$ cat src/rtl/memory_reader.sv
// Read-side controller for the 4 x 8-bit byte memory: debounced button reads at a selected
// address, optional periodic auto-scan of all four addresses, result registered for display.
module memory_reader #(
    parameter int unsigned DEBOUNCE_CYCLES = 1_000_000,
    parameter int unsigned SCAN_TICKS      = 100_000_000
) (
    input  logic       clk,
    input  logic       reset,
    input  logic       read_btn,
    input  logic       scan_en,
    input  logic [1:0] sel_addr,
    output logic       mem_rd,
    output logic [1:0] mem_addr,
    input  logic [7:0] mem_data,
    output logic [7:0] data_out,
    output logic [1:0] addr_out,
    output logic       valid,
    output logic       busy
);

    localparam int unsigned DbW   = (DEBOUNCE_CYCLES > 1) ? $clog2(DEBOUNCE_CYCLES) : 1;
    localparam int unsigned ScanW = (SCAN_TICKS > 1) ? $clog2(SCAN_TICKS) : 1;
    localparam logic [DbW-1:0]   DbLast   = DbW'(DEBOUNCE_CYCLES - 1);
    localparam logic [ScanW-1:0] ScanLast = ScanW'(SCAN_TICKS - 1);

    typedef enum logic [1:0] {StIdle, StReq, StCapture} state_e;

    state_e           state;
    logic             btn_meta;
    logic             btn_sync;
    logic             btn_deb;
    logic             btn_deb_prev;
    logic [DbW-1:0]   db_cnt;
    logic             btn_req;
    logic [ScanW-1:0] scan_timer;
    logic             scan_req;
    logic [1:0]       scan_ptr;
    logic [1:0]       rd_addr;
    logic             rd_scan;

    // Two-flop synchronizer followed by a stability counter on the synchronized level.
    always_ff @(posedge clk or posedge reset) begin
        if (reset) begin
            btn_meta     <= 1'b0;
            btn_sync     <= 1'b0;
            btn_deb      <= 1'b0;
            btn_deb_prev <= 1'b0;
            db_cnt       <= '0;
        end else begin
            btn_meta     <= read_btn;
            btn_sync     <= btn_meta;
            btn_deb_prev <= btn_deb;
            if (btn_sync != btn_deb) begin
                if (db_cnt == DbLast) begin
                    btn_deb <= btn_sync;
                    db_cnt  <= '0;
                end else begin
                    db_cnt <= db_cnt + 1'b1;
                end
            end else begin
                db_cnt <= '0;
            end
        end
    end

    assign btn_req = btn_deb & ~btn_deb_prev;

    // The timer freezes while a read is in flight so scan reads stay SCAN_TICKS+2 apart.
    assign scan_req = scan_en && (state == StIdle) && (scan_timer == ScanLast);

    always_ff @(posedge clk or posedge reset) begin
        if (reset) begin
            scan_timer <= '0;
        end else if (!scan_en) begin
            scan_timer <= '0;
        end else if (state == StIdle) begin
            if (scan_timer == ScanLast) begin
                scan_timer <= '0;
            end else begin
                scan_timer <= scan_timer + 1'b1;
            end
        end
    end

    always_ff @(posedge clk or posedge reset) begin
        if (reset) begin
            state    <= StIdle;
            mem_rd   <= 1'b0;
            mem_addr <= 2'd0;
            data_out <= 8'd0;
            addr_out <= 2'd0;
            valid    <= 1'b0;
            busy     <= 1'b0;
            rd_addr  <= 2'd0;
            rd_scan  <= 1'b0;
            scan_ptr <= 2'd0;
        end else begin
            case (state)
                StIdle: begin
                    // Button wins a tie with the scan timer; the scan request is simply lost.
                    if (btn_req) begin
                        rd_addr  <= sel_addr;
                        rd_scan  <= 1'b0;
                        mem_addr <= sel_addr;
                        mem_rd   <= 1'b1;
                        busy     <= 1'b1;
                        state    <= StReq;
                    end else if (scan_req) begin
                        rd_addr  <= scan_ptr;
                        rd_scan  <= 1'b1;
                        mem_addr <= scan_ptr;
                        mem_rd   <= 1'b1;
                        busy     <= 1'b1;
                        state    <= StReq;
                    end
                end
                StReq: begin
                    mem_rd   <= 1'b0;
                    mem_addr <= 2'd0;
                    state    <= StCapture;
                end
                StCapture: begin
                    data_out <= mem_data;
                    addr_out <= rd_addr;
                    valid    <= 1'b1;
                    if (rd_scan) begin
                        scan_ptr <= scan_ptr + 1'b1;
                    end
                    busy     <= 1'b0;
                    state    <= StIdle;
                end
                default: begin
                    mem_rd   <= 1'b0;
                    mem_addr <= 2'd0;
                    busy     <= 1'b0;
                    state    <= StIdle;
                end
            endcase
        end
    end

endmodule
$ cat config.mk
export PLATFORM = sky130hd
export DESIGN_NAME = memory_reader
export DESIGN_NICKNAME = d
export VERILOG_FILES = /design/src/rtl/memory_reader.sv
export SDC_FILE = /design/constraint.sdc
export NUM_CORES = 1
export LEC_CHECK = 0
export ABC_AREA = 1
export BUFFER_PORTS_ARGS = -buffer_cell sky130_fd_sc_hd__buf_2
export CORE_UTILIZATION = 55
export CTS_CLUSTER_DIAMETER = 60
export DETAILED_ROUTE_END_ITERATION = 7
export GPL_TIMING_DRIVEN = 1
export PLACE_DENSITY = 0.76
export SYNTH_ARGS = -nofsm -noshare
export SYNTH_HDL_FRONTEND = slang
export SYNTH_SLANG_ARGS = --single-unit
export TNS_END_PERCENT = 20
$ cat constraint.sdc
create_clock -name clk -period 5.1 [get_ports clk]
set_input_delay 1.02 -clock clk [delete_from_list [all_inputs] [get_ports clk]]
set_output_delay 1.02 -clock clk [all_outputs]
set_load 0.02 [all_outputs]
---- Yosys cells after proc, flatten, opt, wreduce, memory -nomap -nowiden ----
Index checks and enable logic that the tools add are counted.
W data, S select, Z words.
word-level totals
  bits in registers ....................... 73
  input bits .............................. 14
  output and inout port bits .............. 15
  logic and storage cells ................. 55
operators by class
  add/sub/neg operators ................... 3
  equal/unequal tests ..................... 7
  multiplexer cells ....................... 16
  bitwise gates (word level) .............. 4
  reductions and logical operators ........ 9
operators by type and width
  operator                 count
  $mux W27                 3
  $mux W20                 2
  $add A27 B1 Y27 const B  1
  $eq A27 B27 Y1 const B   1
  $add A20 B1 Y20 const B  1
  $eq A20 B20 Y1 const B   1
  $reduce_and A2 Y1        5
  $mux W2                  4
  $pmux W2 S2              2
  $pmux W1 S2              2
  $mux W1                  3
  $ne A3 B3 Y1 const B     1
  $not A1 Y1               3
  $add A2 B1 Y2 const B    1
  $eq A2 B1 Y1 const B     1
  $eq A2 B2 Y1 const B     1
  $logic_and A1 B1 Y1      2
  $logic_not A2 Y1         1
  $ne A2 B1 Y1 const B     1
  $reduce_bool A2 Y1       1
  $and A1 B1 Y1            1
  $ne A1 B1 Y1             1

---- Depth between registers and ports, before layout ----
Gate-level depths: netlist of the first run.
  depth in word-level cells ............... 6
  mapped depth ............................ 11
  depth with buffers taken out ............ 10

---- Worst setup path before layout of the first run ----
Ideal clock, no wire load.
  kind .................................... input -> register
  start point ............................. input port scan_en
  end point ............................... register scan_timer[10]
  setup time .............................. 0.084 ns
  data arrival time ....................... 1.705 ns
  data required time ...................... 5.016 ns
  slack ................................... 3.311 ns
  stages on the path ...................... 4
  buffers on the path ..................... 0
  path through ............................ inv_1 > nor2_2 > clkinv_1 > o22ai_1
between the ends
  word-level cells in the longest chain between the ends .. 1
  elaborated cells on any way between the ends .. 2
  classes of those cells .................. eq/ne (1); mux (1)
RTL lines
  element                                                    RTL line  RTL
  start: declaration                                         10        input logic scan_en,
  $ne A2 B1 Y1 (no source line) or $mux W27 (tied branches)  n/a
  end signal: assignment                                     80        scan_timer <= scan_timer + 1'b1;
  end: declaration                                           35        logic [ScanW-1:0] scan_timer;
Parallel ways exist; a longest one is shown, timed or not.
A chain may end at the register's enable or synchronous reset.

---- Worst setup path after layout of the first run ----
  start point ............................. input port scan_en
  end point ............................... register scan_timer[19]
Same word-level chain as after synthesis.

==> results of run 1 <==
==> layout make-up <==
class,instances,share of cell area
clock buffers,10,0.0334
repair buffers,29,0.0359
inverters,53,0.0483
multi-input cells,344,0.393
flip-flops and latches,73,0.444
clock inverters,6,0.0222
well taps,77,0.0234
==> power by group <==
group / switching, mW / internal (mW) / total [mW]
sequential: 0.00344 / 0.583 / 0.586
clock: 0.219 / 0.290 / 0.509
combinational: 0.0244 / 0.00940 / 0.0338
==> cells by family after synthesis <==
logic type / after synthesis
xor gates and xnor gates: 16
buffers and inverters: 59
muxes: 2
AOI/OAI and AO/OA: 41
DFF: 73
and+or+nand+nor: 283
adders and majority gates: 2
==> per-layer routing <==
metal	vias up	wire length [um]	GRT usage
met5	-	0	0
met4	0	143	0.0971
met3	18	391	0.0346
met2	95	3300	0.369
met1	1466	3550	0.331
li1	1579	-	-
==> through the flow <==
step | power (mW) | instances | setup slack [ns] | util
2_1_floorplan | 0.620 | 476 | 2.23 | -
3_3_place_gp | 0.631 | 576 | 2.58 | 0.609
3_5_place_dp | 0.633 | 576 | 2.50 | 0.609
4_1_cts | 1.14 | 592 | 2.85 | 0.644
5_1_grt | 1.17 | 592 | 2.70 | 0.644
6_report | 1.13 | 592 | 2.84 | 0.644
==> worst max-delay path, stage by stage <==
cell	delay, ns
buf_2	0.09
inv_1	0.05
nor2_2	0.58
clkinv_1	0.50
o21ai_1	0.28
==> synth_stat cells, drive strengths merged <==
| master | instances |
|---|---|
| nor3b | 1 |
| a31oi | 1 |
| clkbuf | 2 |
| xnor2 | 2 |
| o211ai | 1 |
| buf | 4 |
| o22ai | 8 |
| xor2 | 14 |
| nand3 | 28 |
| nand4 | 8 |
| nand3b | 1 |
| and3 | 1 |
| o21ai | 14 |
| mux2 | 2 |
| ha | 2 |
| or2 | 1 |
| nand2 | 155 |
| clkinv | 1 |
| a211oi | 1 |
| nor3 | 16 |
| dfrtp | 73 |
| a21oi | 16 |
| nor2 | 72 |
| inv | 52 |
==> path summary, 6_finish.rpt <==
path                       slack (ns)  startpoint        endpoint
min reg2reg                      0.38    btn_meta        btn_sync
max in group asynchronous        3.37       reset   scan_timer[8]
max reg2reg                      3.03   db_cnt[0]      db_cnt[12]
min                              0.38    btn_meta        btn_sync
max                              2.84     scan_en  scan_timer[19]
min in group asynchronous        0.75       reset       db_cnt[6]
==> state kept, by name, indices dropped and copies added, names as in the netlist, 2 cells and up <==
name and flops:
state 2, scan_ptr 2, addr_out 2, rd_addr 2
scan_timer 27, db_cnt 20, data_out 8, mem_addr 2
==> impl_metrics.yaml, run 1 <==
run_status:
  status: "finished clean"
floorplan:
  ios: 29
  initial_core_util: 0.576
  core_area_um2: 6390
  dieWidth_um: 83.8
  die_h_um: 83.8
  rows: 29
  dieArea_um2: 7010
critical_path:
  crit_path_end_kind: "flip-flop"
  cp_max_fo: 18
  arrival_ns: 2.52
  rr_worst_depth: 10
  critical_path_class: "primary input to flip-flop"
  start_kind: "primary input"
  cp.required_ns: 5.36
power_and_ir_drop:
  powerDensity_nw_per_um2: 274
  ir_drop_mv: 0.195
  p_leak_nw: 1.86
clock_network:
  cts_tree: "yes"
  clock_latency_ns: 0.35
  cts_sinks: 73
  numCtsBuffers: 9
  h-tree-depth: 3
  post_cts_buffers: 0
  clockRootBuffer: "clkbuf_8"
  cts_hold_buf: 0
  cts_resized: 0
  cts_buffer_depth: 2
  path_clk_slew_ns: 0.08
yosys:
  netlist_area_um2: 3680
  avgSynthCellArea_um2: 7.72
  yosys_warnings: 0
  synth_compound_area_frac: 0.0616
  synthSimpleGateAreaFrac: 0.327
  yosys_register_bits: 73
  synth_top_family_by_area: "simple AND/OR/NAND/NOR gates"
  yosys.area_share.xor_xnor: 0.0381
  yosysSeqAreaShare: 0.497
  netlist.area_leader.share: 0.497
  synth_mux_area_frac: 0.00613
  syn_nets: 492
  syn_inst: 476
  synthAdderAreaFrac: 0.00681
  yosys.cell_types.count: 32
  synthTopCellsByArea: "dfrtp_1, nand2_1, nor2_1, inv_1, nand3_1"
  synth_area_leader_cell: "dfrtp_1"
layout:
  fill_cells: 535
  final_area_um2: 4120
  multi_input_area_um2: 1620
  register_area_um2: 1830
  area_growth_pct: 11.9
  mostFrequentLayoutCells: "nand2_1, dfrtp_1, nor2_1"
  antenna_cells: 0
  drive_gt1_frac: 0.124
  nNetsFinal: 526
  layout_commonest_cell: "nand2_1"
sta:
  grt_setup_unrepaired: "no"
  final_min_period_over_clock_period: 0.444
  worstMarginPinSlew_ns: 0.786
  hold_slack_ns: 0.381
  max_freq_mhz: 442
  clock_skew_ns: 0.0114
  period_minus_slack_ns: 2.26
  slew_headroom: 0.474
  maxSlewViolCount: 0
  fin_setup_tns_ns: 0
  setup_violations: 0
  finalHoldViolations: 0
routing:
  num_vias: 3158
  drc_errors: 0
  totalWireLength_um: 7380
  antenna_left: 0
  vias_per_cell: 5.33
  first_pass_iters: 5
  drt_iter0_markers: 255
  wire_per_inst_um: 12.5
hold_path:
  hold_depth: 0
  hp-class: "flip-flop to flip-flop"
global_route:
  grt_max_degree: 45
  grt_pass1_vias: 3024
  antenna_found_initial: 0
  grtUsageTotal: 0.236
  grt_pass1_wl_um: 13300
  globalRoute.totalOverflow: 0
run:
  max_cap_viol_count: 0
place:
  gp_congestion: 0.916
  dp_hpwl_um: 5210
  place_area_um2: 3890
  io_buffer_count: 28
Note: power is estimated with default switching activity, not from simulation.
==> inputs of run 2 (changes only) <==
==> constraint.sdc (replaced) <==
create_clock -name clk -period 2.2 [get_ports clk]
set_input_delay 0.44 -clock clk [delete_from_list [all_inputs] [get_ports clk]]
set_output_delay 0.44 -clock clk [all_outputs]
set_load 0.02 [all_outputs]
==> run 2 against run 1 <==
- sequential power rose by 130%
- clock skew down 0.0028 ns
- flip-flop and latch count unchanged
- worst hold slack got worse by 0.18 ns
- worst setup slack got worse by 2.4 ns
- combinational power rose to 2.6 times the previous value
- count of clock-buffer cells in the layout did not move
- non-clock buffer count is 5 higher
- highest routed layer unchanged
- critical path depth up 4
- sequential share of layout area decreased by 1.2 points
- clock power grew to 2.8 times the previous value
==> impl_metrics.yaml, run 2 (same netlist as run 1, synthesis figures left out) <==
run_status:
  status: "finished clean"
routing:
  first_pass_iters: 7
  drt_iter0_markers: 150
  vias_per_cell: 5.25
  antenna_left: 0
  totalWireLength_um: 7540
  wire_per_inst_um: 12.6
  drc_errors: 0
  num_vias: 3137
sta:
  worstMarginPinSlew_ns: 0.696
  fin_setup_tns_ns: 0
  period_minus_slack_ns: 1.74
  maxSlewViolCount: 0
  hold_slack_ns: 0.199
  setup_slack_ns: 0.463
  clock_skew_ns: 0.00854
  finalHoldViolations: 0
  grt_setup_unrepaired: "no"
  max_freq_mhz: 576
  setup_violations: 0
  final_min_period_over_clock_period: 0.790
  slew_headroom: 0.535
critical_path:
  critical_path_class: "flip-flop to flip-flop"
  r2r_slack_ns: 0.46
  start_kind: "flip-flop"
  crit_buf_inv: 1
  critPathMostFrequentCell: "nand2_1"
  rr_startpoint: "db_cnt[0]"
  cpLargestDelayFamily: "simple AND/OR/NAND/NOR gates"
  arrival_ns: 1.97
  cp.required_ns: 2.43
  cpMaxStageDelayCell: "dfrtp_1"
  slowest_delay_ns: 0.39
  crit_path_end_kind: "flip-flop"
  rr_worst_depth: 9
  cp_cell_sequence: "ha_1 -> nand2_1 -> nor2_1 -> nand2_1 -> nor2_1 -> nand3_1 -> nand2_1 -> buf_4 -> nor3_1"
  cp_max_fo: 10
  reg2reg_to: "db_cnt[13]"
  crit_start: "db_cnt[0]"
global_route:
  globalRoute.totalOverflow: 0
  antenna_found_initial: 0
  grt_max_degree: 31
  grtUsageTotal: 0.241
  grt_pass1_vias: 3066
  grt_pass1_wl_um: 13500
layout:
  antenna_cells: 0
  utilization: 0.662
  reg.largest.list: "scan_timer (27), db_cnt (20), data_out (8)"
  final_area_um2: 4230
  largest_reg_flops: 27
  largest_register: "scan_timer"
  area_growth_pct: 15.0
  layout_commonest_cell: "nand2_1"
  mostFrequentLayoutCells: "nand2_1, dfrtp_1, nor2_1"
  drive_gt1_frac: 0.133
  fin_cells: 597
  nNetsFinal: 531
floorplan:
  die_h_um: 83.8
  initial_core_util: 0.576
  dieArea_um2: 7010
  core_area_um2: 6390
  ios: 29
  rows: 29
  dieWidth_um: 83.8
place:
  io_buffer_count: 28
  dp_hpwl_um: 5440
  gp_congestion: 0.881
  place_area_um2: 3950
  post-place-ws_ns: 0.492
  placed_cells: 581
clock_network:
  post_cts_buffers: 0
  cts_resized: 0
  h-tree-depth: 3
  cts_tree: "yes"
  clockRootBuffer: "clkbuf_8"
  path_clk_slew_ns: 0.08
  cts_sinks: 73
  cts_buffer_depth: 2
  cts_hold_buf: 0
  numCtsBuffers: 9
  clock_latency_ns: 0.35
run:
  max_cap_viol_count: 0
power_and_ir_drop:
  p_leak_nw: 1.91
  total_power_mw: 2.86
  ir_drop_mv: 0.544
  powerDensity_nw_per_um2: 678
hold_path:
  hp-class: "primary input to asynchronous set/reset pin"
## run 2: metal layers
metal	up-vias	GRT usage	wire length [um]
met5	-	0	0
met4	0	0.108	132
met3	13	0.0475	390
met2	88	0.375	3440
met1	1455	0.327	3580
li1	1581	-	-
## run 2: area by class of cell
cell class | count | area, um^2
inverters | 53 | 203
well taps | 77 | 96.3
repair buffers | 34 | 210
multi-input cells | 344 | 1620
clock inverters | 6 | 138
fillers | 544 | 2160
flip-flops and latches | 73 | 1830
clock buffers | 10 | 138
## run 2: worst max path at each step
stage                          end  cells after the start
floorplan           scan_timer[17]                     11
global placement        db_cnt[15]                      9
detailed placement      db_cnt[13]                      9
CTS                     db_cnt[13]                      9
global route            db_cnt[11]                     10
finish                  db_cnt[13]                      9
## run 2: power by group
group | switching [mW] | internal [mW]
Sequential | 0.00831 | 1.35
Clock | 0.511 | 0.905
Combinational | 0.0591 | 0.0302
